[config.mk]
export PLATFORM = sky130hd
export DESIGN_NAME = envelope_controller
export DESIGN_NICKNAME = d
export VERILOG_FILES = /design/src/rtl/envelope_controller.sv
export SDC_FILE = /design/constraint.sdc
export NUM_CORES = 1
export LEC_CHECK = 0
export ABC_AREA = 1
export ABC_CLOCK_PERIOD_IN_PS = 4220
export BUFFER_PORTS_ARGS = -buffer_cell sky130_fd_sc_hd__buf_2
export CAP_MARGIN = 10
export CORE_AREA = 2 2 132 134
export CTS_CLUSTER_DIAMETER = 50
export CTS_CLUSTER_SIZE = 12
export DETAILED_ROUTE_END_ITERATION = 6
export DIE_AREA = 0 0 134 136
export MAX_ROUTING_LAYER = met4
export PLACE_DENSITY = 0.66
export SYNTH_ARGS = -nofsm -noshare
export SYNTH_HDL_FRONTEND = slang
export SYNTH_SLANG_ARGS = --single-unit
[constraint.sdc]
create_clock -name Clk -period 4.22 [get_ports Clk]
set_input_delay 0.422 -clock Clk [delete_from_list [all_inputs] [get_ports Clk]]
set_output_delay 0.422 -clock Clk [all_outputs]
set_load 0.03 [all_outputs]
[src/rtl/envelope_controller.sv]
// ADSR amplitude envelope: gate edges select the phase, and the amplitude
// steps by saturating WIDTH+1-bit arithmetic on each sample tick.
module envelope_controller #(
  parameter int WIDTH = 16
) (
  input  logic             Clk,
  input  logic             Reset,
  input  logic             sample_tick,
  input  logic             gate,
  input  logic [WIDTH-1:0] peak_level,
  input  logic [WIDTH-1:0] sustain_level,
  input  logic [WIDTH-1:0] attack_step,
  input  logic [WIDTH-1:0] decay_step,
  input  logic [WIDTH-1:0] release_step,
  output logic [WIDTH-1:0] amplitude,
  output logic [2:0]       env_state,
  output logic             busy
);

  typedef enum logic [2:0] {
    IDLE    = 3'd0,
    ATTACK  = 3'd1,
    DECAY   = 3'd2,
    SUSTAIN = 3'd3,
    RELEASE = 3'd4
  } state_t;

  state_t           r_state;
  logic [WIDTH-1:0] r_amp;
  logic             r_gate_q;
  logic             r_busy;

  logic             w_rise;
  logic             w_fall;
  logic [WIDTH-1:0] w_target;
  logic [WIDTH:0]   w_attack_sum;
  logic [WIDTH:0]   w_decay_lim;
  logic [WIDTH:0]   w_amp_ext;
  state_t           w_next_state;
  logic [WIDTH-1:0] w_next_amp;

  assign w_rise       = gate & ~r_gate_q;
  assign w_fall       = ~gate & r_gate_q;
  assign w_target     = (sustain_level < peak_level) ? sustain_level : peak_level;
  assign w_amp_ext    = {1'b0, r_amp};
  // One extra bit keeps the sums from wrapping near full scale.
  assign w_attack_sum = w_amp_ext + {1'b0, attack_step};
  assign w_decay_lim  = {1'b0, w_target} + {1'b0, decay_step};

  // Next-state and next-amplitude selection; edges take priority over ticks.
  always_comb begin
    w_next_state = r_state;
    w_next_amp   = r_amp;
    if (w_rise) begin
      w_next_state = ATTACK;
    end else if (w_fall) begin
      if (r_state != IDLE) begin
        w_next_state = RELEASE;
      end else begin
        w_next_state = IDLE;
      end
    end else if (sample_tick) begin
      case (r_state)
        IDLE: begin
          w_next_amp = {WIDTH{1'b0}};
        end
        ATTACK: begin
          if ((attack_step == {WIDTH{1'b0}}) || (w_attack_sum >= {1'b0, peak_level})) begin
            w_next_amp   = peak_level;
            w_next_state = DECAY;
          end else begin
            w_next_amp = w_attack_sum[WIDTH-1:0];
          end
        end
        DECAY: begin
          if ((decay_step == {WIDTH{1'b0}}) || (w_amp_ext <= w_decay_lim)) begin
            w_next_amp   = w_target;
            w_next_state = SUSTAIN;
          end else begin
            w_next_amp = r_amp - decay_step;
          end
        end
        SUSTAIN: begin
          w_next_amp = w_target;
        end
        RELEASE: begin
          if ((release_step == {WIDTH{1'b0}}) || (r_amp <= release_step)) begin
            w_next_amp   = {WIDTH{1'b0}};
            w_next_state = IDLE;
          end else begin
            w_next_amp = r_amp - release_step;
          end
        end
        default: begin
          w_next_amp   = {WIDTH{1'b0}};
          w_next_state = IDLE;
        end
      endcase
    end else begin
      w_next_state = r_state;
      w_next_amp   = r_amp;
    end
  end

  // Envelope state, amplitude, busy flag and gate history registers.
  always_ff @(posedge Clk or posedge Reset) begin
    if (Reset) begin
      r_state  <= IDLE;
      r_amp    <= {WIDTH{1'b0}};
      r_gate_q <= 1'b0;
      r_busy   <= 1'b0;
    end else begin
      r_state  <= w_next_state;
      r_amp    <= w_next_amp;
      r_gate_q <= gate;
      r_busy   <= (w_next_state != IDLE);
    end
  end

  assign amplitude = r_amp;
  assign env_state = r_state;
  assign busy      = r_busy;

endmodule

==> key figures <==
Outcome
  – Status: finished, violations left
  – Failing checks: setup timing

Synthesis
  – Mapped Area: 6650 um2
  – Yosys cell types: 51
  – Post-synthesis sequential area ratio: 7.90%
  – Yosys reg bits: 21
  – Leading register cell type out of synthesis: dfrtp_1
  – FFs w/ async S/R, synth: 100%
  – Syn avg cell area: 6.09 um2
  – Mapped Cells: 1093
  – Post-synth EDFFs: 0
  – Post-Syn Nets: 1294
  – Ys Warns: 0

Critical path
  – CP max FO: 6
  – Slowest cell on crit path: ha_1
  – Terminus of the critical flop-to-flop path: busy
  – Worst Reg-to-Reg Cells: 21
  – CP required: 4.37 ns
  – Crit path top cell by count: nand2_1
  – Crit-path max cell delay: 0.32 ns
  – Reg2reg start: amplitude[4]
  – Reg2reg setup slack: 0.41 ns
  – Startpoint types: input pin
  – Critical path class: in -> reg
  – Worst Setup End Kind: register
  – WP data arrival: 4.63 ns

Layout
  – Most common library cell in the layout ignoring fill and taps: nand2_1
  – Filler cell count: 1633
  – Layout Nets: 1535
  – Multi-input gate area: 5920 um2
  – Post-layout instance area: 9230 um2
  – Register area: 526 um2
  – Number of antenna diodes: 0
  – Layout cells sized above 1: 32.4%
  – Commonest non-fill, non-tap cells in the layout: nand2_1, inv_1, buf_4, ha_1, buf_2
  – Syn-to-layout area delta: 38.8%

Place
  – DP HPWL: 20200 um
  – Pre-CTS setup slack: -0.647 ns
  – Routability cong.: 0.942
  – Placement Cell Area: 8360 um2
  – Port Buffers: 103

Hold path
  – Min-delay src: gate
  – Worst hold path depth: 1
  – Hold endpoint: r_gate_q
  – Worst hold-check path type: in -> reg

GRT
  – Vias in the first global route: 7593
  – Initial antenna violation count: 0
  – GRT overflow: 0
  – First-pass GRT wire length: 38500 um
  – GRT Overall Usage: 27.5%
  – Largest net degree at the start of global routing: 22

Detailed routing
  – WL final: 24700 um
  – Drt wl/cell: 15.9 um
  – Drt initial violations: 676
  – Via count of the routed design: 8064
  – Drt first pass iters: 5
  – Antenna-violating nets left: 0
  – Vias per cell: 5.18
  – Post-route DRC violation count: 0

Power and ir drop
  – VDD IR max: 0.262 mV
  – PD cells: 559 nW/um2
  – Pleak: 5.18 nW

Floorplanning
  – Starting density of the core: 39.4%
  – Die X: 134 um
  – Die Y: 136 um
  – Site Rows: 48
  – Num ports: 104
  – Core area: 16900 um2
  – Die area: 18200 um2

Timing
  – Final setup vio count: 18
  – Pins Over Slew Limit: 0
  – Tightest Pin Transition: 0.837 ns
  – Final critical-path share of the clock period: 106%
  – Max transition margin: 44.1%
  – Max Clock Skew: 0.00826 ns
  – RSZ-0062 raised after global routing: true
  – Fmax: 223 MHz
  – Fin crit period: 4.48 ns
  – Final WS setup: -0.257 ns
  – Fin. Hold Viols: 0

CTS
  – # H-tree levels: 1
  – Worst-skew pair later-pin latency: 0.26 ns
  – Clock sink count: 21
  – Buffer depth of the longest clock path: 2
  – Total CTS buffers: 3
  – CTS root buffer: clkbuf_16
  – CTS tree: built
  – CTS clk-pin slew, worst paths: 0.07 ns

Job
  – Maxcap violations: 0
==> critical path: cells and delay by family <==
family	cells	cell delay [ns]
AOI/OAI and AO/OA	3	0.48
xor gates and xnor gates	1	0.13
adders and majority gates	3	0.82
and+or+nand+nor	23	1.86
buffers and inverters	9	0.88
==> registers in the layout, indices dropped and copies added (netlist names) <==
name	flops
amplitude	16
env_state	3
busy	1
r_gate_q	1
==> final cells by class <==
| class | instances | area share (%) |
|---|---|---|
| timing repair inverter | 1 | 0.0678 |
| clock inverter | 1 | 0.0813 |
| timing repair buffer | 247 | 18.4 |
| multi-input combinational | 875 | 64.1 |
| clock buffer | 3 | 0.813 |
| inverter | 185 | 7.79 |
| sequential | 21 | 5.69 |
| tap | 225 | 3.05 |
==> cells in the mapped netlist, types with 3 or more instances <==
| master | count | area, um2 |
|---|---|---|
| inv_2 | 6 | 22.5 |
| nor3_1 | 14 | 70.1 |
| o21ai_1 | 7 | 35.0 |
| nor2_1 | 73 | 274 |
| nand2_1 | 297 | 1110 |
| a31oi_1 | 3 | 18.8 |
| nand2_2 | 22 | 138 |
| dfrtp_1 | 21 | 526 |
| o21bai_1 | 11 | 82.6 |
| a21oi_1 | 83 | 415 |
| buf_2 | 3 | 15.0 |
| nand3_1 | 95 | 475 |
| nand3_2 | 19 | 190 |
| ha_1 | 113 | 1410 |
| nor3_2 | 3 | 30.0 |
| xnor2_1 | 11 | 96.3 |
| or2_2 | 3 | 18.8 |
| o21ai_0 | 24 | 120 |
| xor2_1 | 28 | 245 |
| nand4_1 | 25 | 156 |
| fa_1 | 4 | 80.1 |
| buf_4 | 4 | 30.0 |
| inv_1 | 176 | 661 |
| a21o_1 | 3 | 22.5 |
| nor4_1 | 8 | 50.1 |
==> kinds of logic after synthesis <==
group / Yosys count / synth area share [%]
AOI/OAI and AO/OA: 145 / 12.2
xor gates and xnor gates: 39 / 5.13
adders and majority gates: 117 / 22.5
buffers and inverters: 198 / 12.1
DFF: 21 / 7.90
and+or+nand+nor: 573 / 40.2
==> timing repair <==
action | in CTS | in global routing
setup buffers | 25 | 6
gates resized for setup | 79 | 49
cloned | 4 | 0
hold buffers | 0 | 0
setup endpoints to repair | 18 | 18
pin swaps | 70 | 63
==> layer usage <==
metal  up-vias  track usage (%)  part of all wire, %
met5         -                -                    0
met4         0             11.7                  5.2
met1      3613             35.1                   43
met3        84             2.39                  6.7
li1       4070                -                    -
met2       297             44.8                   45
==> report_power, final <==
group,switching (mW),internal (mW),leakage [nW]
sequential,0.176,0.277,0.273
clock,0.0829,0.129,0.0371
combinational,2.80,1.70,4.87
total,3.06,2.10,5.18
==> worst max-delay path by stage <==
| stage | start | end | slack, ns | depth (start not counted) |
|---|---|---|---|---|
| 2_1_floorplan | peak_level[13] | amplitude[3] | -0.08 | 33 |
| 3_3_place_gp | peak_level[15] | amplitude[6] | -0.62 | 35 |
| 3_5_place_dp | peak_level[15] | amplitude[7] | -0.65 | 35 |
| 4_1_cts | peak_level[7] | amplitude[2] | -0.1 | 37 |
| 5_1_grt | peak_level[14] | amplitude[5] | -0.59 | 36 |
| 6_report | peak_level[14] | amplitude[6] | -0.26 | 39 |
==> through the flow <==
step | cells | utilization, % | hold WS [ns] | setup TNS (ns) | total power [mW]
final | 1558 | 54.7 | 0.303 | -3.55 | 5.16
after global routing | 1558 | 54.7 | 0.299 | -9.28 | 5.66
after CTS | 1552 | 53.1 | 0.298 | -1.45 | 4.98
after detailed placement | 1519 | 49.6 | 0.563 | -10.74 | 4.55
after global placement | 1519 | 49.6 | 0.561 | -10.19 | 4.53
after floorplan | 1093 | - | 0.399 | -0.974 | 3.36
Power figures use the tool's default switching activity.
